==> config.mk <==
export PLATFORM = sky130hd
export DESIGN_NAME = split_initiator_flat
export DESIGN_NICKNAME = d
export VERILOG_FILES = /design/src/rtl/split_initiator_if.sv /design/src/rtl/split_initiator.sv /design/src/flat_wrapper.sv
export SDC_FILE = /design/constraint.sdc
export NUM_CORES = 1
export LEC_CHECK = 0
export BUFFER_PORTS_ARGS = -buffer_cell sky130_fd_sc_hd__buf_4
export CELL_PAD_IN_SITES_DETAIL_PLACEMENT = 0
export CELL_PAD_IN_SITES_GLOBAL_PLACEMENT = 2
export CORE_AREA = 10 10 73 106
export CTS_BUF_LIST = sky130_fd_sc_hd__clkbuf_16
export DETAILED_ROUTE_END_ITERATION = 7
export DIE_AREA = 0 0 83 116
export PLACE_DENSITY = 0.78
export RECOVER_POWER = 100
export SYNTH_ARGS = -nofsm -noshare
export SYNTH_HDL_FRONTEND = slang
export SYNTH_SLANG_ARGS = --single-unit
==> constraint.sdc <==
create_clock -name clk -period 4.35 [get_ports clk]
set_input_delay 0.2175 -clock clk [delete_from_list [all_inputs] [get_ports clk]]
set_output_delay 0.2175 -clock clk [all_outputs]
set_load 0.05 [all_outputs]
==> src/rtl/split_initiator_if.sv <==
// Bundle of command/response and bus-side signals for split_initiator.
// master = initiator view; slave = requester/arbiter/target view.
interface split_initiator_if;
    logic        cmd_valid;
    logic        cmd_rw;
    logic [15:0] cmd_addr;
    logic [7:0]  cmd_wdata;
    logic        cmd_ready;
    logic        rsp_valid;
    logic [7:0]  rsp_rdata;
    logic        rsp_error;
    logic        bus_req;
    logic        bus_grant;
    logic [15:0] m_address_out;
    logic        m_address_out_valid;
    logic [7:0]  m_data_out;
    logic        m_data_out_valid;
    logic        m_rw;
    logic        m_ready;
    logic [7:0]  m_data_in;
    logic        m_data_in_valid;
    logic        m_ack;
    logic        m_split_ack;
    logic        split_pending;

    modport master (
        input  cmd_valid, cmd_rw, cmd_addr, cmd_wdata,
        output cmd_ready, rsp_valid, rsp_rdata, rsp_error,
        output bus_req,
        input  bus_grant,
        output m_address_out, m_address_out_valid,
        output m_data_out, m_data_out_valid, m_rw,
        input  m_ready, m_data_in, m_data_in_valid,
        input  m_ack, m_split_ack,
        output split_pending
    );

    modport slave (
        output cmd_valid, cmd_rw, cmd_addr, cmd_wdata,
        input  cmd_ready, rsp_valid, rsp_rdata, rsp_error,
        input  bus_req,
        output bus_grant,
        input  m_address_out, m_address_out_valid,
        input  m_data_out, m_data_out_valid, m_rw,
        output m_ready, m_data_in, m_data_in_valid,
        output m_ack, m_split_ack,
        input  split_pending
    );
endinterface

==> src/rtl/split_initiator.sv <==
// Split-capable bus initiator: one command at a time, arbitration, addr phase.
// Optional watchdog on response waits: define SPLIT_INIT_TIMEOUT_EN.
module split_initiator #(
    parameter int unsigned TIMEOUT_CYCLES = 64
) (
    input logic              clk,
    input logic              rst_n,
    split_initiator_if.master bus
);

    typedef enum logic [2:0] {
        S_IDLE,
        S_REQ,
        S_ADDR,
        S_WAIT_RESP,
        S_SPLIT_WAIT
    } state_t;

    state_t      state, state_n;
    logic [15:0] addr_q, addr_n;
    logic [7:0]  wdata_q, wdata_n;
    logic [7:0]  rdata_q, rdata_n;
    logic        rw_q, rw_n;
    logic        req_q, req_n;
    logic        av_q, av_n;
    logic        dv_q, dv_n;
    logic        rv_q, rv_n;
    logic        sp_q, sp_n;
    logic        ack_done;
    logic        ret_done;

    // A zero limit would make the watchdog fire immediately.
    if (TIMEOUT_CYCLES == 0) begin : g_bad_limit
    end

    assign ack_done = bus.m_ack && (rw_q || bus.m_data_in_valid);
    assign ret_done = bus.m_ack && bus.m_data_in_valid;

`ifdef SPLIT_INIT_TIMEOUT_EN
    localparam int CW = $clog2(TIMEOUT_CYCLES + 1);

    logic [CW-1:0] cnt_q;
    logic          tmo;
    logic          err_q, err_n;

    assign tmo = (cnt_q == CW'(TIMEOUT_CYCLES - 1));

    always_ff @(posedge clk or negedge rst_n) begin
        if (!rst_n)
            cnt_q <= '0;
        else if (state_n != state)
            cnt_q <= '0;
        else if (state == S_WAIT_RESP || state == S_SPLIT_WAIT)
            cnt_q <= cnt_q + 1'b1;
    end
`endif

    always_comb begin
        state_n = state;
        addr_n  = addr_q;
        wdata_n = wdata_q;
        rdata_n = rdata_q;
        rw_n    = rw_q;
        req_n   = req_q;
        av_n    = av_q;
        dv_n    = dv_q;
        sp_n    = sp_q;
        rv_n    = 1'b0;
`ifdef SPLIT_INIT_TIMEOUT_EN
        err_n   = 1'b0;
`endif
        unique case (state)
            S_IDLE: begin
                if (bus.cmd_valid) begin
                    addr_n  = bus.cmd_addr;
                    wdata_n = bus.cmd_wdata;
                    rw_n    = bus.cmd_rw;
                    req_n   = 1'b1;
                    state_n = S_REQ;
                end
            end
            S_REQ: begin
                if (bus.bus_grant) begin
                    av_n    = 1'b1;
                    dv_n    = rw_q;
                    state_n = S_ADDR;
                end
            end
            S_ADDR: begin
                if (bus.m_ready) begin
                    av_n    = 1'b0;
                    dv_n    = 1'b0;
                    state_n = S_WAIT_RESP;
                end
            end
            S_WAIT_RESP: begin
                // A full ack beats a simultaneous split ack.
                if (ack_done) begin
                    if (!rw_q)
                        rdata_n = bus.m_data_in;
                    rv_n    = 1'b1;
                    req_n   = 1'b0;
                    state_n = S_IDLE;
                end else if (bus.m_split_ack) begin
                    req_n   = 1'b0;
                    sp_n    = 1'b1;
                    state_n = S_SPLIT_WAIT;
                end
`ifdef SPLIT_INIT_TIMEOUT_EN
                else if (tmo) begin
                    rdata_n = 8'h00;
                    err_n   = 1'b1;
                    rv_n    = 1'b1;
                    req_n   = 1'b0;
                    state_n = S_IDLE;
                end
`endif
            end
            S_SPLIT_WAIT: begin
                if (ret_done) begin
                    rdata_n = bus.m_data_in;
                    rv_n    = 1'b1;
                    sp_n    = 1'b0;
                    state_n = S_IDLE;
                end
`ifdef SPLIT_INIT_TIMEOUT_EN
                else if (tmo) begin
                    rdata_n = 8'h00;
                    err_n   = 1'b1;
                    rv_n    = 1'b1;
                    sp_n    = 1'b0;
                    state_n = S_IDLE;
                end
`endif
            end
            default: begin
                req_n   = 1'b0;
                av_n    = 1'b0;
                dv_n    = 1'b0;
                sp_n    = 1'b0;
                state_n = S_IDLE;
            end
        endcase
    end

    always_ff @(posedge clk or negedge rst_n) begin
        if (!rst_n) begin
            state   <= S_IDLE;
            addr_q  <= '0;
            wdata_q <= '0;
            rdata_q <= '0;
            rw_q    <= 1'b0;
            req_q   <= 1'b0;
            av_q    <= 1'b0;
            dv_q    <= 1'b0;
            rv_q    <= 1'b0;
            sp_q    <= 1'b0;
        end else begin
            state   <= state_n;
            addr_q  <= addr_n;
            wdata_q <= wdata_n;
            rdata_q <= rdata_n;
            rw_q    <= rw_n;
            req_q   <= req_n;
            av_q    <= av_n;
            dv_q    <= dv_n;
            rv_q    <= rv_n;
            sp_q    <= sp_n;
        end
    end

`ifdef SPLIT_INIT_TIMEOUT_EN
    always_ff @(posedge clk or negedge rst_n) begin
        if (!rst_n)
            err_q <= 1'b0;
        else
            err_q <= err_n;
    end

    assign bus.rsp_error = err_q;
`else
    assign bus.rsp_error = 1'b0;
`endif

    // Gated so every output reads 0 while reset is held.
    assign bus.cmd_ready           = rst_n && (state == S_IDLE);
    assign bus.rsp_valid           = rv_q;
    assign bus.rsp_rdata           = rdata_q;
    assign bus.bus_req             = req_q;
    assign bus.m_address_out       = addr_q;
    assign bus.m_address_out_valid = av_q;
    assign bus.m_data_out          = wdata_q;
    assign bus.m_data_out_valid    = dv_q;
    assign bus.m_rw                = rw_q;
    assign bus.split_pending       = sp_q;

endmodule

==> src/flat_wrapper.sv <==
// flat-port wrapper written by rule: the top's interface ports become plain ports
module split_initiator_flat 
#(
    parameter int unsigned TIMEOUT_CYCLES = 64
)
  (clk, rst_n, bus_cmd_valid, bus_cmd_rw, bus_cmd_addr, bus_cmd_wdata, bus_cmd_ready, bus_rsp_valid, bus_rsp_rdata, bus_rsp_error, bus_bus_req, bus_bus_grant, bus_m_address_out, bus_m_address_out_valid, bus_m_data_out, bus_m_data_out_valid, bus_m_rw, bus_m_ready, bus_m_data_in, bus_m_data_in_valid, bus_m_ack, bus_m_split_ack, bus_split_pending);
  split_initiator_if bus_i ();
  input logic clk;
  input logic rst_n;
  input wire logic [$bits(bus_i.cmd_valid)-1:0] bus_cmd_valid;
  input wire logic [$bits(bus_i.cmd_rw)-1:0] bus_cmd_rw;
  input wire logic [$bits(bus_i.cmd_addr)-1:0] bus_cmd_addr;
  input wire logic [$bits(bus_i.cmd_wdata)-1:0] bus_cmd_wdata;
  output wire logic [$bits(bus_i.cmd_ready)-1:0] bus_cmd_ready;
  output wire logic [$bits(bus_i.rsp_valid)-1:0] bus_rsp_valid;
  output wire logic [$bits(bus_i.rsp_rdata)-1:0] bus_rsp_rdata;
  output wire logic [$bits(bus_i.rsp_error)-1:0] bus_rsp_error;
  output wire logic [$bits(bus_i.bus_req)-1:0] bus_bus_req;
  input wire logic [$bits(bus_i.bus_grant)-1:0] bus_bus_grant;
  output wire logic [$bits(bus_i.m_address_out)-1:0] bus_m_address_out;
  output wire logic [$bits(bus_i.m_address_out_valid)-1:0] bus_m_address_out_valid;
  output wire logic [$bits(bus_i.m_data_out)-1:0] bus_m_data_out;
  output wire logic [$bits(bus_i.m_data_out_valid)-1:0] bus_m_data_out_valid;
  output wire logic [$bits(bus_i.m_rw)-1:0] bus_m_rw;
  input wire logic [$bits(bus_i.m_ready)-1:0] bus_m_ready;
  input wire logic [$bits(bus_i.m_data_in)-1:0] bus_m_data_in;
  input wire logic [$bits(bus_i.m_data_in_valid)-1:0] bus_m_data_in_valid;
  input wire logic [$bits(bus_i.m_ack)-1:0] bus_m_ack;
  input wire logic [$bits(bus_i.m_split_ack)-1:0] bus_m_split_ack;
  output wire logic [$bits(bus_i.split_pending)-1:0] bus_split_pending;
  assign bus_i.cmd_valid = bus_cmd_valid;
  assign bus_i.cmd_rw = bus_cmd_rw;
  assign bus_i.cmd_addr = bus_cmd_addr;
  assign bus_i.cmd_wdata = bus_cmd_wdata;
  assign bus_cmd_ready = bus_i.cmd_ready;
  assign bus_rsp_valid = bus_i.rsp_valid;
  assign bus_rsp_rdata = bus_i.rsp_rdata;
  assign bus_rsp_error = bus_i.rsp_error;
  assign bus_bus_req = bus_i.bus_req;
  assign bus_i.bus_grant = bus_bus_grant;
  assign bus_m_address_out = bus_i.m_address_out;
  assign bus_m_address_out_valid = bus_i.m_address_out_valid;
  assign bus_m_data_out = bus_i.m_data_out;
  assign bus_m_data_out_valid = bus_i.m_data_out_valid;
  assign bus_m_rw = bus_i.m_rw;
  assign bus_i.m_ready = bus_m_ready;
  assign bus_i.m_data_in = bus_m_data_in;
  assign bus_i.m_data_in_valid = bus_m_data_in_valid;
  assign bus_i.m_ack = bus_m_ack;
  assign bus_i.m_split_ack = bus_m_split_ack;
  assign bus_split_pending = bus_i.split_pending;
  split_initiator #(.TIMEOUT_CYCLES(TIMEOUT_CYCLES)) u_core (.clk(clk), .rst_n(rst_n), .bus(bus_i));
endmodule
==> results.cfg <==
[outcome]
outcome = completed

[clock_network]
ctsResizeCount = 0
cts.sinks = 41
numCtsBuffers = 5
hold_buffers = 1
tritoncts = done
clock_latency_ps = 280
h-tree-depth = 2
clock_path_buffers = 2
cts_setup_buffers = 0
cts_root_buf = clkbuf_16
cts.clk_slew.worst_paths_ps = 60

[finish]
instances_no_fill = 286
diodes = 0
fin_nets = 254
area_delta_synth_final_pct = 34.6
fillers = 608
layout-drive-gt1-share_pct = 23.8

[placement]
placedCellCount = 277
gp_congestion = 0.751
hpwl_um = 3590
place_ws_ps = 2450
io_buffers = 79

[worst_hold_path]
hp-start = bus_m_data_in[0]
hold_end = u_core.bus.rsp_rdata[0]
holdPathStages = 2
hold_class = in2reg

[synth]
syn_area_per_cell_um2 = 13.5
netlist_top_cells_area = dfrtp_1 (58%), mux2_1 (16%), mux2_4 (6.8%)
syn_nets = 173
synth_top_area_share_pct = 57.8
ys_warn_count = 0
synth_edf_count = 0
synth_ff_type = dfrtp_1
synth_cells = 132
postSynth.asyncResetShare_pct = 100
synth_most_common_cell = dfrtp_1
synth_top_cell_by_area = dfrtp_1
netlist_area_um2 = 1780
ys_ff_latch = 41
netlist_top_cells_count = dfrtp_1 (41), mux2_1 (25), mux2_4 (8), a21oi_1 (7)
synth_cell_types = 28
ys_seq_area_share_pct = 57.8

[timing]
relSlewSlack_pct = 6.77
final.setup.worst_slack_ps = 1910
post-route-period-util_pct = 56.1
fin_crit_ps = 2440
setup_viol = 0
hold_ws_ps = 150
max_freq_mhz = 410
fin_skew_ps = 2.95
finalMaxSlewViolations = 0
rsz0062_at_grt = false
setup_tns_ps = 0
worst_slew_pin_slew_ps = 1400
hold_viol_final = 0

[setup_path]
worstPathArrival_ps = 2600
reg2reg_slack_ps = 1910
path_max_fanout = 25
slowest_delay_ps = 1030
reg2reg_from = u_core.state[0]
crit_slowest_cell = clkbuf_1
worstPathRequired_ps = 4510
end_kind = register
criticalPathCategory = reg2reg
critPathLaunchType = register
path_cells = nand2b_1 -> nor3_4 -> clkbuf_1 -> mux2_1
timing.rr.end = u_core.bus.m_address_out[1]
rr_worst_depth = 4

[drt]
ant_nets = 0
viasPerCell = 4.56
vias = 1303
drt-total-wl_um = 4650
wire_per_inst_um = 16.3
drtPass1Iterations = 4
drc_errors = 0
dr.first_iter.drc_count = 38

[global_route]
grt_use_total_pct = 9.47
grt_max_degree = 43
first_global_vias = 1403
grt_antenna_before_repair = 0
grt_overflow = 0
grt_pass1_wl_um = 7510

[floorplan]
num_rows = 34
fp.dieW_um = 83
core_um2 = 5790
die_h_um = 116
pin_count = 81
start_util_pct = 30.7
dieArea_um2 = 9630

[flow_run]
maxCapViolCount = 0
[flip-flops by register name, indices dropped and copies added, names as in the netlist]
register	count
u_core.bus.split_pending	1
u_core.bus.bus_req	1
u_core.bus.m_address_out	16
u_core.bus.rsp_valid	1
u_core.bus.rsp_rdata	8
u_core.state	3
u_core.bus.m_address_out_valid	1
u_core.bus.m_data_out	8
u_core.bus.m_rw	1
u_core.bus.m_data_out_valid	1
[logic make-up after synthesis]
kind of cell / Yosys count / share of synthesized area [%]
flops: 41 / 57.8
mux: 33 / 22.6
compound gates: 21 / 7.54
buf+inv: 10 / 3.10
simple gates: 26 / 8.74
other cells: 1 / 0.211
[layout make-up]
class                      count  area [um^2]  area share [%]
multi-input combinational     81          659            27.6
clock buffer                   5          125            5.24
clock inverter                 3         17.5           0.733
tap                           72         90.1            3.77
timing repair buffer          81          460            19.3
sequential                    41         1030            42.9
inverter                       3         11.3           0.471
[routing by layer]
layer | wire length, um | global-route usage (%) | part of all wire, %
met3 | 255 | 3.37 | 5.5
met5 | 0 | 0 | 0
met2 | 2130 | 14.9 | 46
met1 | 2200 | 11.8 | 47
met4 | 59 | 3.08 | 1.3
[worst max path at each step]
stage | depth (start not counted) | startpoint | slack, ps | to
floorplan | 3 | u_core.state[2] | 1770 | bus_cmd_ready
global placement | 4 | u_core.state[2] | 2490 | u_core.bus.rsp_rdata[5]
detailed placement | 4 | u_core.state[2] | 2450 | u_core.bus.rsp_rdata[6]
CTS | 4 | rst_n | 2330 | bus_cmd_ready
global route | 4 | u_core.state[0] | 1730 | u_core.bus.m_address_out[1]
finish | 4 | u_core.state[0] | 1910 | u_core.bus.m_address_out[1]
[through the flow]
| stage | util, % | cell area [um^2] |
|---|---|---|
| after floorplan | - | 1780 |
| after global placement | 42.0 | 2430 |
| after detailed placement | 42.0 | 2430 |
| after CTS | 44.6 | 2580 |
| after global routing | 41.3 | 2390 |
| final | 41.3 | 2390 |
[critical path, delay by kind of cell, from the launching register on]
kind | cells | cell delay (ps)
buffers and inverters | 1 | 1030
DFF | 1 | 490
muxes | 1 | 400
and+or+nand+nor | 2 | 380
[cell usage in the layout, fill, tap and decap left out, types with 5 or more instances in the layout]
cell / n
clkbuf_16: 5
nor2_1: 6
a21oi_1: 7
nand2_1: 6
buf_4: 40
clkbuf_1: 40
dfrtp_1: 41
o21ai_0: 7
mux2_1: 32
Power is not shown: default switching activity piles up to over one toggle a cycle in this logic, so the estimate is an artifact.
